`src/rtl/flash_pkg.sv`:
```
// Shared encodings for the flash request scheduler.
// Command codes, FSM states and the flash address width.
package flash_pkg;

    localparam int ADDR_W = 24;

    typedef enum logic [1:0] {
        CMD_READ = 2'b00,
        CMD_PP   = 2'b01,
        CMD_SE   = 2'b10,
        CMD_BE   = 2'b11
    } cmd_e;

    typedef enum logic [2:0] {
        ST_IDLE,
        ST_ISSUE,
        ST_WAIT_ACK,
        ST_GAP,
        ST_DONE
    } state_e;

    function automatic logic is_single(input cmd_e c);
        return (c == CMD_SE) || (c == CMD_BE);
    endfunction

endpackage

```
`src/rtl/flash_req_arb.sv`:
```
// Two-client round-robin scheduler in front of flash_ctrl.
// Splits READ/PP bursts into single-byte transactions.
module flash_req_arb
    import flash_pkg::*;
#(
    parameter int N     = 2,
    parameter int LEN_W = 8
) (
    input  logic                clk,
    input  logic                reset_n,
    input  logic [N-1:0]        cl_req,
    input  logic [2*N-1:0]      cl_cmd,
    input  logic [ADDR_W*N-1:0] cl_addr,
    input  logic [LEN_W*N-1:0]  cl_len,
    input  logic [8*N-1:0]      cl_wdata,
    output logic [N-1:0]        cl_wrd,
    output logic [N-1:0]        cl_rvalid,
    output logic [7:0]          cl_rdata,
    output logic [N-1:0]        cl_done,
    output logic                busy,
    output logic                rd_req,
    output logic                pp_req,
    output logic                se_req,
    output logic                be_req,
    output logic [ADDR_W-1:0]   rd_addr,
    output logic [ADDR_W-1:0]   wr_addr,
    output logic [ADDR_W-1:0]   se_addr,
    output logic [7:0]          data_into_flash,
    input  logic                flash_ack,
    input  logic [7:0]          rdata
);

    localparam logic [N-1:0] ONE = 1;

    state_e              state_q;
    cmd_e                cmd_q;
    logic                g_q;
    logic                ptr_q;
    logic [ADDR_W-1:0]   addr_q;
    logic [LEN_W-1:0]    cnt_q;

    logic                pick;
    cmd_e                pick_cmd;
    logic [ADDR_W-1:0]   pick_addr;
    logic [LEN_W-1:0]    pick_len;
    logic [7:0]          g_wdata;

    // The pointer names the preferred client; the other wins only if it is alone.
    assign pick      = cl_req[ptr_q] ? ptr_q : ~ptr_q;
    assign pick_cmd  = cmd_e'(pick ? cl_cmd[3:2] : cl_cmd[1:0]);
    assign pick_addr = pick ? cl_addr[ADDR_W +: ADDR_W] : cl_addr[0 +: ADDR_W];
    assign pick_len  = pick ? cl_len[LEN_W +: LEN_W] : cl_len[0 +: LEN_W];
    assign g_wdata   = g_q ? cl_wdata[15:8] : cl_wdata[7:0];

    assign rd_addr = addr_q;
    assign wr_addr = addr_q;
    assign se_addr = addr_q;

    always_ff @(posedge clk or negedge reset_n) begin
        if (!reset_n) begin
            state_q         <= ST_IDLE;
            cmd_q           <= CMD_READ;
            g_q             <= 1'b0;
            ptr_q           <= 1'b0;
            addr_q          <= '0;
            cnt_q           <= '0;
            cl_wrd          <= '0;
            cl_rvalid       <= '0;
            cl_rdata        <= '0;
            cl_done         <= '0;
            busy            <= 1'b0;
            rd_req          <= 1'b0;
            pp_req          <= 1'b0;
            se_req          <= 1'b0;
            be_req          <= 1'b0;
            data_into_flash <= '0;
        end else begin
            cl_wrd    <= '0;
            cl_rvalid <= '0;
            cl_done   <= '0;
            unique case (state_q)
                ST_IDLE: begin
                    if (|cl_req) begin
                        g_q     <= pick;
                        cmd_q   <= pick_cmd;
                        addr_q  <= pick_addr;
                        cnt_q   <= pick_len;
                        busy    <= 1'b1;
                        state_q <= ST_ISSUE;
                        if (pick_cmd == CMD_PP)
                            cl_wrd <= ONE << pick;
                    end
                end
                ST_ISSUE: begin
                    rd_req  <= (cmd_q == CMD_READ);
                    pp_req  <= (cmd_q == CMD_PP);
                    se_req  <= (cmd_q == CMD_SE);
                    be_req  <= (cmd_q == CMD_BE);
                    if (cmd_q == CMD_PP)
                        data_into_flash <= g_wdata;
                    state_q <= ST_WAIT_ACK;
                end
                ST_WAIT_ACK: begin
                    if (flash_ack) begin
                        rd_req <= 1'b0;
                        pp_req <= 1'b0;
                        se_req <= 1'b0;
                        be_req <= 1'b0;
                        if (cmd_q == CMD_READ) begin
                            cl_rdata       <= rdata;
                            cl_rvalid[g_q] <= 1'b1;
                        end
                        if (cnt_q == '0 || is_single(cmd_q)) begin
                            cl_done[g_q] <= 1'b1;
                            state_q      <= ST_DONE;
                        end else begin
                            cnt_q   <= cnt_q - 1'b1;
                            addr_q  <= addr_q + 1'b1;
                            state_q <= ST_GAP;
                        end
                    end
                end
                ST_GAP: begin
                    state_q <= ST_ISSUE;
                    if (cmd_q == CMD_PP)
                        cl_wrd <= ONE << g_q;
                end
                ST_DONE: begin
                    ptr_q   <= ~g_q;
                    busy    <= 1'b0;
                    state_q <= ST_IDLE;
                end
                default: state_q <= ST_IDLE;
            endcase
        end
    end

endmodule

```
`config.mk`:
```
export PLATFORM = sky130hd
export DESIGN_NAME = flash_req_arb
export DESIGN_NICKNAME = d
export VERILOG_FILES = /design/src/rtl/flash_pkg.sv /design/src/rtl/flash_req_arb.sv
export SDC_FILE = /design/constraint.sdc
export NUM_CORES = 1
export LEC_CHECK = 0
export CAP_MARGIN = 20
export CORE_MARGIN = 2
export CORE_UTILIZATION = 40
export DETAILED_ROUTE_END_ITERATION = 10
export PLACE_DENSITY_LB_ADDON = 0.3
export SLEW_MARGIN = 20
export SYNTH_ARGS = -nofsm -noshare
export SYNTH_HDL_FRONTEND = slang
export SYNTH_SLANG_ARGS = --single-unit
```
`constraint.sdc`:
```
create_clock -name clk -period 3.8 [get_ports clk]
set_input_delay 0.57 -clock clk [delete_from_list [all_inputs] [get_ports clk]]
set_output_delay 0.57 -clock clk [all_outputs]
set_load 0.005 [all_outputs]
```
==> flow_summary.json <==
{
  "power.internal_mw": 2.855,
  "cts_root_buffer": "clkbuf_8",
  "drcViolationCount": 0,
  "routedWlPerCell_um": 16.34,
  "dieArea_mm2": 0.01133,
  "syn_inst": 458,
  "diodes": 0,
  "globalRouteTotalUtil_pct": 21.30,
  "hold-worst-slack_ps": 224.9,
  "report.power.total_mw": 4.610,
  "ys.flop_type": "dfrtp_1",
  "grt_pass1_wl_mm": 19.29,
  "synth_edf_count": 0,
  "synth_top_area_share_pct": 39.34,
  "drv_cap": 0,
  "syn_avg_cell_area_um2": 9.165,
  "endpoint_kind": "flip-flop",
  "cts_buffers": 9,
  "grt_overflow": 0,
  "critical_path.cell_chain": "inv_1, ha_1, nor4b_1, a211oi_2, nor2_4, nor3_1, a211o_1",
  "setup_viol": 0,
  "rows": 37,
  "p_leak_nw": 2.465,
  "synth_most_common_cell": "dfrtp_1",
  "gp_congestion": 0.8120,
  "yosys-top-cells-count": "dfrtp_1, buf_4, a21oi_1",
  "synth_fp_nets": 557,
  "yosys-top-cells-area": "dfrtp_1, buf_4, mux2_2",
  "slew_viol_final": 0,
  "grt_pass1_vias": 3742,
  "wl_mm": 12.00,
  "cts_tree": "yes",
  "switching_power_mw": 1.754,
  "p_comb_share_pct": 54.4,
  "antenna_left": 0,
  "max_freq_mhz": 400.7,
  "ys_warn_count": 0,
  "p_clk_share_pct": 13.4,
  "required_ps": 4030,
  "insertion_delay_ps": 340,
  "synthesis.area_mm2": 0.004198,
  "num-fill-cells": 921,
  "rsz0062_at_grt": "no",
  "p_seq_share_pct": 32.2,
  "antenna_found_initial": 0,
  "grt_max_degree": 50,
  "clockBufferDepth": 2,
  "vdd_ir_drop_max_uv": 297.0,
  "setup_tns_ps": 0,
  "crit_buf_inv": 1,
  "fin_cells": 734,
  "cts_max_level": 3,
  "post_cts_buffers": 0,
  "async_flop_share_pct": 100.0,
  "area_growth_pct": 45.75,
  "drt-initial-drc-count": 178,
  "final_util_pct": 59.53,
  "finalHoldViolations": 0,
  "core-area_mm2": 0.01028,
  "area.sequential_mm2": 0.001652,
  "yosysTopAreaCell": "dfrtp_1",
  "dp_cells": 718,
  "min_path_type": "in -> async",
  "finClkSkew_ps": 10.46,
  "fin_crit_sh_pct": 65.67,
  "fin_crit_ps": 2496,
  "drive_above_1_share_pct": 9.365,
  "clock-sinks": 66,
  "dr.pass1.iters": 5,
  "cp_slowest_cell": "nor2_4",
  "initial_utilization_pct": 40.84,
  "multi_input_area_mm2": 0.002024,
  "clkTransAtPathRegs_ps": 70,
  "crit_path_max_incr_delay_ps": 610,
  "yosysSeqAreaShare_pct": 39.34,
  "ios": 196,
  "worstSetupStartpointType": "flip-flop",
  "fin_nets": 693,
  "worst_pin_slew_ps": 988.6,
  "die_y_um": 106.4,
  "critPathKind": "reg -> reg",
  "vias": 3996,
  "slew_headroom_pct": 33.95,
  "cp_data_arrival_time_ps": 2730,
  "vias_per_cell": 5.444,
  "synth_cell_types": 53,
  "p_sw_share_pct": 38.06,
  "status": "complete, no violations",
  "cts.repair.resized": 0,
  "ys_ff_latch": 66,
  "hpwlAfterDp_mm": 8.841,
  "crit_family": "simple AND/OR/NAND/NOR gates",
  "fp.dieW_um": 106.4,
  "io_buffers": 195,
  "critPathMaxFanout": 31,
  "hold_buffers": 0,
  "power_density_mw_per_mm2": 753.4
}
==> registers in the layout (all words and copies together), names as in the netlist <==
register,flops
data_into_flash,8
busy,1
cl_done,2
cl_rvalid,2
be_req,1
state_q,3
se_req,1
rd_req,1
cl_wrd,2
cnt_q,8
g_q,1
pp_req,1
ptr_q,1
cl_rdata,8
cmd_q,2
rd_addr,24
==> per-stage QoR <==
stage,worst slack (ps),instance area [um^2]
floorplan,1816,4198
global placement,996.3,5894
detailed placement,952.6,5899
CTS,926.5,6103
global route,1128,6118
finish,1304,6118
==> metal layers <==
layer / track usage [%] / wire [um] / part of all wire, % / vias to the layer above
met5: 0 / 0 / 0 / -
met4: 7.421 / 179 / 1.5 / 0
met3: 3.679 / 918 / 7.7 / 15
met2: 36.03 / 6158 / 51 / 173
met1: 27.48 / 4739 / 40 / 1918
li1: - / - / - / 1890
==> worst paths after layout <==
path | from | to | cells past startpoint | slack, ps
setup / recovery | cnt_q[0] | cnt_q[0] | 7 | 1300
hold reg to reg | cl_rdata[2] | cl_rdata[2] | 1 | 510
hold / removal | reset_n | data_into_flash[1] | 1 | 220
setup reg to reg | cnt_q[0] | cnt_q[0] | 7 | 1300
min in group clk | cl_rdata[2] | cl_rdata[2] | 1 | 510
max in group asynchronous | reset_n | rd_addr[17] | 2 | 2850
==> power by group through the flow <==
stage	Sequential [mW]	Clock, mW	Combinational, mW
after floorplan	1.34	0	1.62
after global placement	1.47	0	2.45
after detailed placement	1.49	0	2.50
after CTS	1.48	0.633	2.52
after global routing	1.56	0.669	2.74
final	1.48	0.619	2.51
==> cells in the final DEF (no fill, tap or decap), types with 2 or more instances in the layout <==
cell / count
and3_1: 9
dfrtp_1: 66
or4_1: 2
nand4b_1: 2
o31ai_1: 2
a2bb2oi_1: 7
clkbuf_8: 12
nand2b_1: 2
a22o_1: 4
nand3_1: 12
nor4_1: 5
and2_1: 4
clkdlybuf4s50_1: 194
buf_4: 9
a21oi_1: 39
inv_1: 9
o21ai_0: 29
nor2_1: 33
o21bai_1: 2
mux2i_1: 25
a211o_1: 2
nand4_1: 13
ha_1: 2
nand2_1: 24
a311oi_1: 2
nor3_1: 11
a22oi_1: 3
nor2b_1: 2
a21o_1: 2
o22a_1: 7
a211oi_1: 2
o22ai_1: 7
and4_1: 5
mux2_2: 25
==> area by class of cell <==
type,count,area share [%]
clock buffers,13,2.761
clock inverters,2,0.5726
inverters,9,0.5521
multi-input cells,303,33.09
flip-flops and latches,66,26.99
well taps,136,2.781
repair buffers,205,33.25
==> cell families (layout without fill, tap and decap cells) <==
family	Yosys count	in the layout	share of synthesized area, %
adders and majority gates	2	2	0.5960
and+or+nand+nor	133	133	16.48
muxes	51	51	12.91
DFF	66	66	39.34
buffers and inverters	89	229	13.08
AOI/OAI and AO/OA	117	117	17.59
==> worst reg2reg max path, delay by kind of cell (launching register included) <==
kind / cells / cell delay, ps
and+or+nand+nor: 3 / 1140
AOI/OAI and AO/OA: 2 / 540
DFF: 1 / 420
adders and majority gates: 1 / 210
buffers and inverters: 1 / 70
Note: power is estimated with default switching activity, not from simulation.
